File: src/rtl/modbus_rtu_req_decoder.sv
`default_nettype none
// +--------------------------------------------------------------------------+
// | modbus_rtu_req_decoder: RTU slave request collect/CRC/filter/split, r1.0 |
// +--------------------------------------------------------------------------+
module modbus_rtu_req_decoder #(
  parameter int MAX_BYTES = 8
) (
  input  logic        PCLK,
  input  logic        PRESETn,
  input  logic        enable_i,
  input  logic [7:0]  slave_addr_i,
  input  logic [7:0]  rx_data_i,
  input  logic        rx_valid_i,
  input  logic        frame_start_i,
  input  logic        frame_end_i,
  output logic        req_valid_o,
  input  logic        req_ready_i,
  output logic [7:0]  req_fc_o,
  output logic [15:0] req_addr_o,
  output logic [15:0] req_val_o,
  output logic        req_bcast_o,
  output logic [7:0]  req_exc_o,
  output logic [15:0] cnt_crc_o,
  output logic [15:0] cnt_drop_o,
  output logic        busy_o
);

  typedef enum logic [1:0] {
    S_IDLE    = 2'd0,
    S_COLLECT = 2'd1,
    S_CHECK   = 2'd2,
    S_PRESENT = 2'd3
  } state_t;

  localparam int              IDX_W      = $clog2(MAX_BYTES + 1);
  localparam int              PTR_W      = $clog2(MAX_BYTES);
  localparam logic [IDX_W-1:0] C_IDX_FULL = IDX_W'(MAX_BYTES);
  localparam logic [15:0]     C_CRC_INIT = 16'hFFFF;
  localparam logic [15:0]     C_CRC_POLY = 16'hA001;
  localparam logic [15:0]     C_CNT_MAX  = 16'hFFFF;

  state_t           r_state, w_state_nxt;
  logic [7:0]       r_buf [MAX_BYTES];
  logic [IDX_W-1:0] r_idx;
  logic             r_ovf;
  logic [15:0]      r_crc;
  logic [15:0]      r_cnt_crc, r_cnt_drop;
  logic [7:0]       r_fc, r_exc;
  logic [15:0]      r_addr, r_val;
  logic             r_bcast;

  logic        w_restart, w_collect_byte, w_drop_inc, w_crc_inc, w_latch;
  logic [7:0]  w_fc, w_exc;
  logic [15:0] w_addr, w_val;
  logic        w_bcast, w_len_bad, w_crc_bad, w_addr_miss, w_bcast_drop, w_accept;

  // One reflected CRC-16 byte step, fully unrolled so a byte costs no extra cycle
  function automatic logic [15:0] crc_byte(input logic [15:0] crc, input logic [7:0] d);
    logic [15:0] c;
    c = crc ^ {8'h00, d};
    for (int k = 0; k < 8; k++) c = c[0] ? ((c >> 1) ^ C_CRC_POLY) : (c >> 1);
    return c;
  endfunction

  assign w_fc    = r_buf[1];
  assign w_addr  = {r_buf[2], r_buf[3]};
  assign w_val   = {r_buf[4], r_buf[5]};
  assign w_bcast = (r_buf[0] == 8'h00);

  always_comb begin
    w_exc = 8'h00;
    case (w_fc)
      8'h01, 8'h02: if (w_val == 16'd0 || w_val > 16'd2000) w_exc = 8'h03;
      8'h03, 8'h04: if (w_val == 16'd0 || w_val > 16'd125) w_exc = 8'h03;
      8'h05:        if (w_val != 16'h0000 && w_val != 16'hFF00) w_exc = 8'h03;
      8'h06:        w_exc = 8'h00;
      default:      w_exc = 8'h01;
    endcase
  end

  // CRC residue over the full frame (CRC bytes included, low first) is zero when intact
  assign w_len_bad    = (r_idx != C_IDX_FULL) || r_ovf;
  assign w_crc_bad    = (r_crc != 16'h0000);
  assign w_addr_miss  = (r_buf[0] != slave_addr_i) && !w_bcast;
  assign w_bcast_drop = w_bcast && (((w_fc != 8'h05) && (w_fc != 8'h06)) || (w_exc != 8'h00));
  assign w_accept     = !w_len_bad && !w_crc_bad && !w_addr_miss && !w_bcast_drop;

  always_comb begin
    w_state_nxt = r_state;
    w_restart   = 1'b0;
    w_drop_inc  = 1'b0;
    w_crc_inc   = 1'b0;
    w_latch     = 1'b0;
    unique case (r_state)
      S_IDLE: begin
        if (frame_start_i) begin
          w_restart   = 1'b1;
          w_state_nxt = S_COLLECT;
        end
      end
      S_COLLECT: begin
        if (frame_start_i) begin
          w_restart  = 1'b1;
          w_drop_inc = 1'b1;
        end else if (frame_end_i) begin
          w_state_nxt = S_CHECK;
        end
      end
      S_CHECK: begin
        w_state_nxt = S_IDLE;
        if (w_len_bad)      w_drop_inc = 1'b1;
        else if (w_crc_bad) w_crc_inc  = 1'b1;
        else if (w_accept) begin
          w_latch     = 1'b1;
          w_state_nxt = S_PRESENT;
        end
        // A new frame starting here is only taken if nothing is being presented
        if (frame_start_i && !w_accept) begin
          w_restart   = 1'b1;
          w_state_nxt = S_COLLECT;
        end
      end
      S_PRESENT: begin
        if (req_ready_i) w_state_nxt = S_IDLE;
        if (frame_end_i) w_drop_inc  = 1'b1;
      end
    endcase
    if (!enable_i) begin
      w_state_nxt = S_IDLE;
      w_restart   = 1'b0;
      w_drop_inc  = 1'b0;
      w_crc_inc   = 1'b0;
      w_latch     = 1'b0;
    end
  end

  assign w_collect_byte = enable_i && (r_state == S_COLLECT) && rx_valid_i && !w_restart;

  always_ff @(posedge PCLK or negedge PRESETn) begin
    if (!PRESETn) r_state <= S_IDLE;
    else          r_state <= w_state_nxt;
  end

  always_ff @(posedge PCLK or negedge PRESETn) begin
    if (!PRESETn) begin
      for (int i = 0; i < MAX_BYTES; i++) r_buf[i] <= 8'h00;
      r_idx <= '0;
      r_ovf <= 1'b0;
      r_crc <= C_CRC_INIT;
    end else if (w_restart) begin
      r_ovf <= 1'b0;
      if (rx_valid_i) begin
        r_buf[0] <= rx_data_i;
        r_idx    <= IDX_W'(1);
        r_crc    <= crc_byte(C_CRC_INIT, rx_data_i);
      end else begin
        r_idx <= '0;
        r_crc <= C_CRC_INIT;
      end
    end else if (w_collect_byte) begin
      if (r_idx < C_IDX_FULL) begin
        r_buf[r_idx[PTR_W-1:0]] <= rx_data_i;
        r_idx <= r_idx + IDX_W'(1);
        r_crc <= crc_byte(r_crc, rx_data_i);
      end else begin
        r_ovf <= 1'b1;
      end
    end
  end

  always_ff @(posedge PCLK or negedge PRESETn) begin
    if (!PRESETn) begin
      r_fc    <= 8'h00;
      r_addr  <= 16'h0000;
      r_val   <= 16'h0000;
      r_bcast <= 1'b0;
      r_exc   <= 8'h00;
    end else if (w_latch) begin
      r_fc    <= w_fc;
      r_addr  <= w_addr;
      r_val   <= w_val;
      r_bcast <= w_bcast;
      r_exc   <= w_exc;
    end
  end

  always_ff @(posedge PCLK or negedge PRESETn) begin
    if (!PRESETn) begin
      r_cnt_crc  <= 16'h0000;
      r_cnt_drop <= 16'h0000;
    end else begin
      if (w_crc_inc && r_cnt_crc != C_CNT_MAX)   r_cnt_crc  <= r_cnt_crc + 16'd1;
      if (w_drop_inc && r_cnt_drop != C_CNT_MAX) r_cnt_drop <= r_cnt_drop + 16'd1;
    end
  end

  assign req_valid_o = (r_state == S_PRESENT) && enable_i;
  assign req_fc_o    = r_fc;
  assign req_addr_o  = r_addr;
  assign req_val_o   = r_val;
  assign req_bcast_o = r_bcast;
  assign req_exc_o   = r_exc;
  assign cnt_crc_o   = r_cnt_crc;
  assign cnt_drop_o  = r_cnt_drop;
  assign busy_o      = (r_state != S_IDLE);

endmodule
`default_nettype wire

File: config.mk
export PLATFORM = sky130hd
export DESIGN_NAME = modbus_rtu_req_decoder
export DESIGN_NICKNAME = d
export VERILOG_FILES = /design/src/rtl/modbus_rtu_req_decoder.sv
export SDC_FILE = /design/constraint.sdc
export NUM_CORES = 1
export LEC_CHECK = 0
export ABC_AREA = 1
export ABC_CLOCK_PERIOD_IN_PS = 2450
export BUFFER_PORTS_ARGS = -buffer_cell sky130_fd_sc_hd__buf_2
export CORE_MARGIN = 5
export CORE_UTILIZATION = 58
export CTS_BUF_LIST = sky130_fd_sc_hd__clkbuf_4 sky130_fd_sc_hd__clkbuf_8 sky130_fd_sc_hd__clkbuf_16
export DETAILED_ROUTE_END_ITERATION = 8
export PLACE_DENSITY = 0.85
export SLEW_MARGIN = 10
export SYNTH_ARGS = -nofsm -noshare
export SYNTH_HDL_FRONTEND = slang
export SYNTH_SLANG_ARGS = --single-unit
File: constraint.sdc
create_clock -name PCLK -period 2.45 [get_ports PCLK]
set_input_delay 0.245 -clock PCLK [delete_from_list [all_inputs] [get_ports PCLK]]
set_output_delay 0.245 -clock PCLK [all_outputs]
set_load 0.05 [all_outputs]
==> results.sh <==
export IMPL_core_um2=12600
export IMPL_grt_pass1_wl_um=29100
export IMPL_async_reset_ff_frac=1.00
export IMPL_final_net_count=1041
export IMPL_yosysTopAreaCell="dfrtp_1"
export IMPL_syn2layout_area_growth_pct=18.3
export IMPL_r2r_end="r_buf[60]$_DFFE_PN0P_"
export IMPL_die_area_um2=15300
export IMPL_synth_warnings=0
export IMPL_max_freq_ghz=0.427
export IMPL_total_power_uw=7820
export IMPL_period_share=0.957
export IMPL_antenna_cells=0
export IMPL_fin_area_um2=8860
export IMPL_die_x_um=124
export IMPL_grt_pass1_vias=6120
export IMPL_synthDistinctLibCells=39
export IMPL_antenna_left=0
export IMPL_wl_per_cell_um=14.8
export IMPL_synth_seq_cells=146
export IMPL_ir_worst_vdd_mv=0.863
export IMPL_start_util=0.593
export IMPL_min_period_ns=2.34
export IMPL_worst_slew_pin_slew_ns=0.606
export IMPL_clock_tree_root_cell="clkbuf_16"
export IMPL_cp_slowest_stage_delay_ns=0.42
export IMPL_r2r_slack_ns=0.11
export IMPL_max_slew_margin_rel=0.594
export IMPL_rsz0062_at_grt="yes"
export IMPL_dpl_cell_area_um2=8110
export IMPL_fin_skew_ns=0.0111
export IMPL_holdWs_ns=0.129
export IMPL_drt_drc_violations_left=0
export IMPL_vias=6340
export IMPL_dr_pass1_iters=5
export IMPL_maxCapViolations=0
export IMPL_postSynthAreaPerCell_um2=8.33
export IMPL_gp_congestion=0.915
export IMPL_grt_usage=0.242
export IMPL_std_cell_rows=41
export IMPL_synth_main_ff_cell="dfrtp_1"
export IMPL_netlist_area_um2=7480
export IMPL_r2r_start="r_buf[20]$_DFFE_PN0P_"
export IMPL_arrival_ns=2.65
export IMPL_whs_path_depth=3
export IMPL_n_fill_cell=968
export IMPL_whs_endpoint="r_state[0]$_DFFE_PN0P_"
export IMPL_wirelength_um=17800
export IMPL_power_leakage_uw=0.00506
export IMPL_slowest_stage="dfrtp_1"
export IMPL_cts_buffers=17
export IMPL_startpoint_type="flip-flop"
export IMPL_power_density_nw_per_um2=883
export IMPL_r2r_cells=15
export IMPL_port_buffers=99
export IMPL_netlist_instances=898
export IMPL_layout_commonest_cell="nand2_1"
export IMPL_clock_sinks=146
export IMPL_fp_dieH_um=124
export IMPL_critical_path_class="reg2reg"
export IMPL_finalHoldViolations=0
export IMPL_final_cell_mix="214 x nand2_1, 128 x dfrtp_1, 98 x buf_2"
export IMPL_clk_pin_slew_ns=0.06
export IMPL_worstPathCellList="nor2_2 > nand2_1 > nor2_2 > nand2_1 > nand3_1 > nand4_1 > nand2_1 > nand3_2 > nand2_4 > buf_4 > nand2_4 > nand2_1 > inv_2 > nand3_1 > nand2_1"
export IMPL_crit_path_max_fanout=12
export IMPL_worst_setup_path_end_kind="flip-flop"
export IMPL_layout_drive_gt1_share=0.245
export IMPL_status="finished clean"
export IMPL_yosysSeqAreaShare=0.491
export IMPL_antenna_found_initial=0
export IMPL_synth_edf_count=0
export IMPL_io_pins=106
export IMPL_synthTopCellsByArea="dfrtp_1 43%, nand2_1 11%, nand3_1 5.7%"
export IMPL_clockBufferDepth=2
export IMPL_drt_iter0_drc=412
export IMPL_cts_max_level=4
export IMPL_holdCritPathClass="in2reg"
export IMPL_grt_max_degree=68
export IMPL_tritoncts="done"
export IMPL_hold_path_startpoint="enable_i"
export IMPL_slew_violations=0
export IMPL_grt_remaining_overflow=0
export IMPL_viasPerCell=5.29
export IMPL_clock_latency_ns=0.43
export IMPL_hpwl_um=12200
export IMPL_setup_viol=0
export IMPL_crit_path_frequent_cell="nand2_1"
export IMPL_required_ns=2.76
export IMPL_yosys_area_top_type_share=0.435
## cell families after synthesis
kind of cell	synth area share
and+or+nand+nor	0.289
DFF	0.491
buffers and inverters	0.0821
AOI/OAI and AO/OA	0.0547
xor gates and xnor gates	0.0761
adders and majority gates	0.00669
other	0.000501
## metal layers
metal  track usage  part of all wire  up-vias
li1              -                 -     3062
met1         0.318              0.41     2987
met2         0.389              0.49      232
met3        0.0454             0.059       59
met4         0.120             0.039        0
met5             0                 0        -
## worst max-delay path by stage
| stage | startpoint | to | slack [ns] | depth (start not counted) |
|---|---|---|---|---|
| floorplan | cnt_drop_o[0]$_DFFE_PN0P_ | cnt_drop_o[13]$_DFFE_PN0P_ | 0.32 | 11 |
| global placement | r_idx[1]$_DFFE_PN0P_ | r_crc[14]$_DFFE_PN1P_ | 0.21 | 13 |
| detailed placement | r_idx[1]$_DFFE_PN0P_ | r_buf[45]$_DFFE_PN0P_ | 0.17 | 14 |
| CTS | r_idx[1]$_DFFE_PN0P_ | r_buf[27]$_DFFE_PN0P_ | 0.13 | 14 |
| global route | r_buf[31]$_DFFE_PN0P_ | r_buf[27]$_DFFE_PN0P_ | -0.03 | 17 |
| finish | r_buf[20]$_DFFE_PN0P_ | r_buf[60]$_DFFE_PN0P_ | 0.11 | 15 |
## cell usage after synthesis, drive strengths merged (2+ instances only)
cell type  instances
a21oi              9
buf               28
clkbuf             3
clkinv             3
dfrtp            130
dfstp             16
ha                 4
inv               99
nand2            229
nand3             87
nand4             11
nor2              84
nor3              14
nor4               8
o21ai             63
o31ai              2
or2               36
xnor2             26
xor2              39
## power by group
| group | switching [uW] | internal (uW) |
|---|---|---|
| combinational | 1290 | 658 |
| sequential | 385 | 2850 |
| clock | 1100 | 1530 |
| total | 2770 | 5040 |
## critical path: cells and delay by family, from the launching register on
family / cells / cell delay, ns
flops: 1 / 0.42
simple gates: 13 / 1.51
buf+inv: 2 / 0.27
## layout make-up
cell class              count  area (um^2)  area share
inverters                 102          393      0.0444
clock buffers              17          425      0.0480
repair buffers            123          726      0.0819
flip-flops and latches    146         3680       0.415
multi-input cells         624         3250       0.367
well taps                 172          215      0.0243
clock inverters            15          171      0.0194
## what timing repair did
action | CTS | global route
setup endpoints to repair | 0 | 86
setup buffers | 0 | 12
hold buffers | 1 | 0
hold endpoints to repair | 48 | 0
gates resized for setup | 0 | 19
## flip-flops by register name, indices dropped and copies added (netlist names), 4 cells and up
signal      count
cnt_crc_o      16
cnt_drop_o     16
r_buf          40
r_crc          16
r_idx           4
req_addr_o     16
req_fc_o        8
req_val_o      16
w_fc            8
## through the flow
stage | instances | setup TNS (ns) | setup slack (ns) | utilization
floorplan | 903 | 0 | 0.318 | -
global placement | 1154 | 0 | 0.214 | 0.643
detailed placement | 1154 | 0 | 0.171 | 0.643
CTS | 1187 | 0 | 0.128 | 0.691
global route | 1199 | -0.239 | -0.0305 | 0.702
finish | 1199 | 0 | 0.105 | 0.702
No activity file was read; power rests on OpenSTA's default activity.
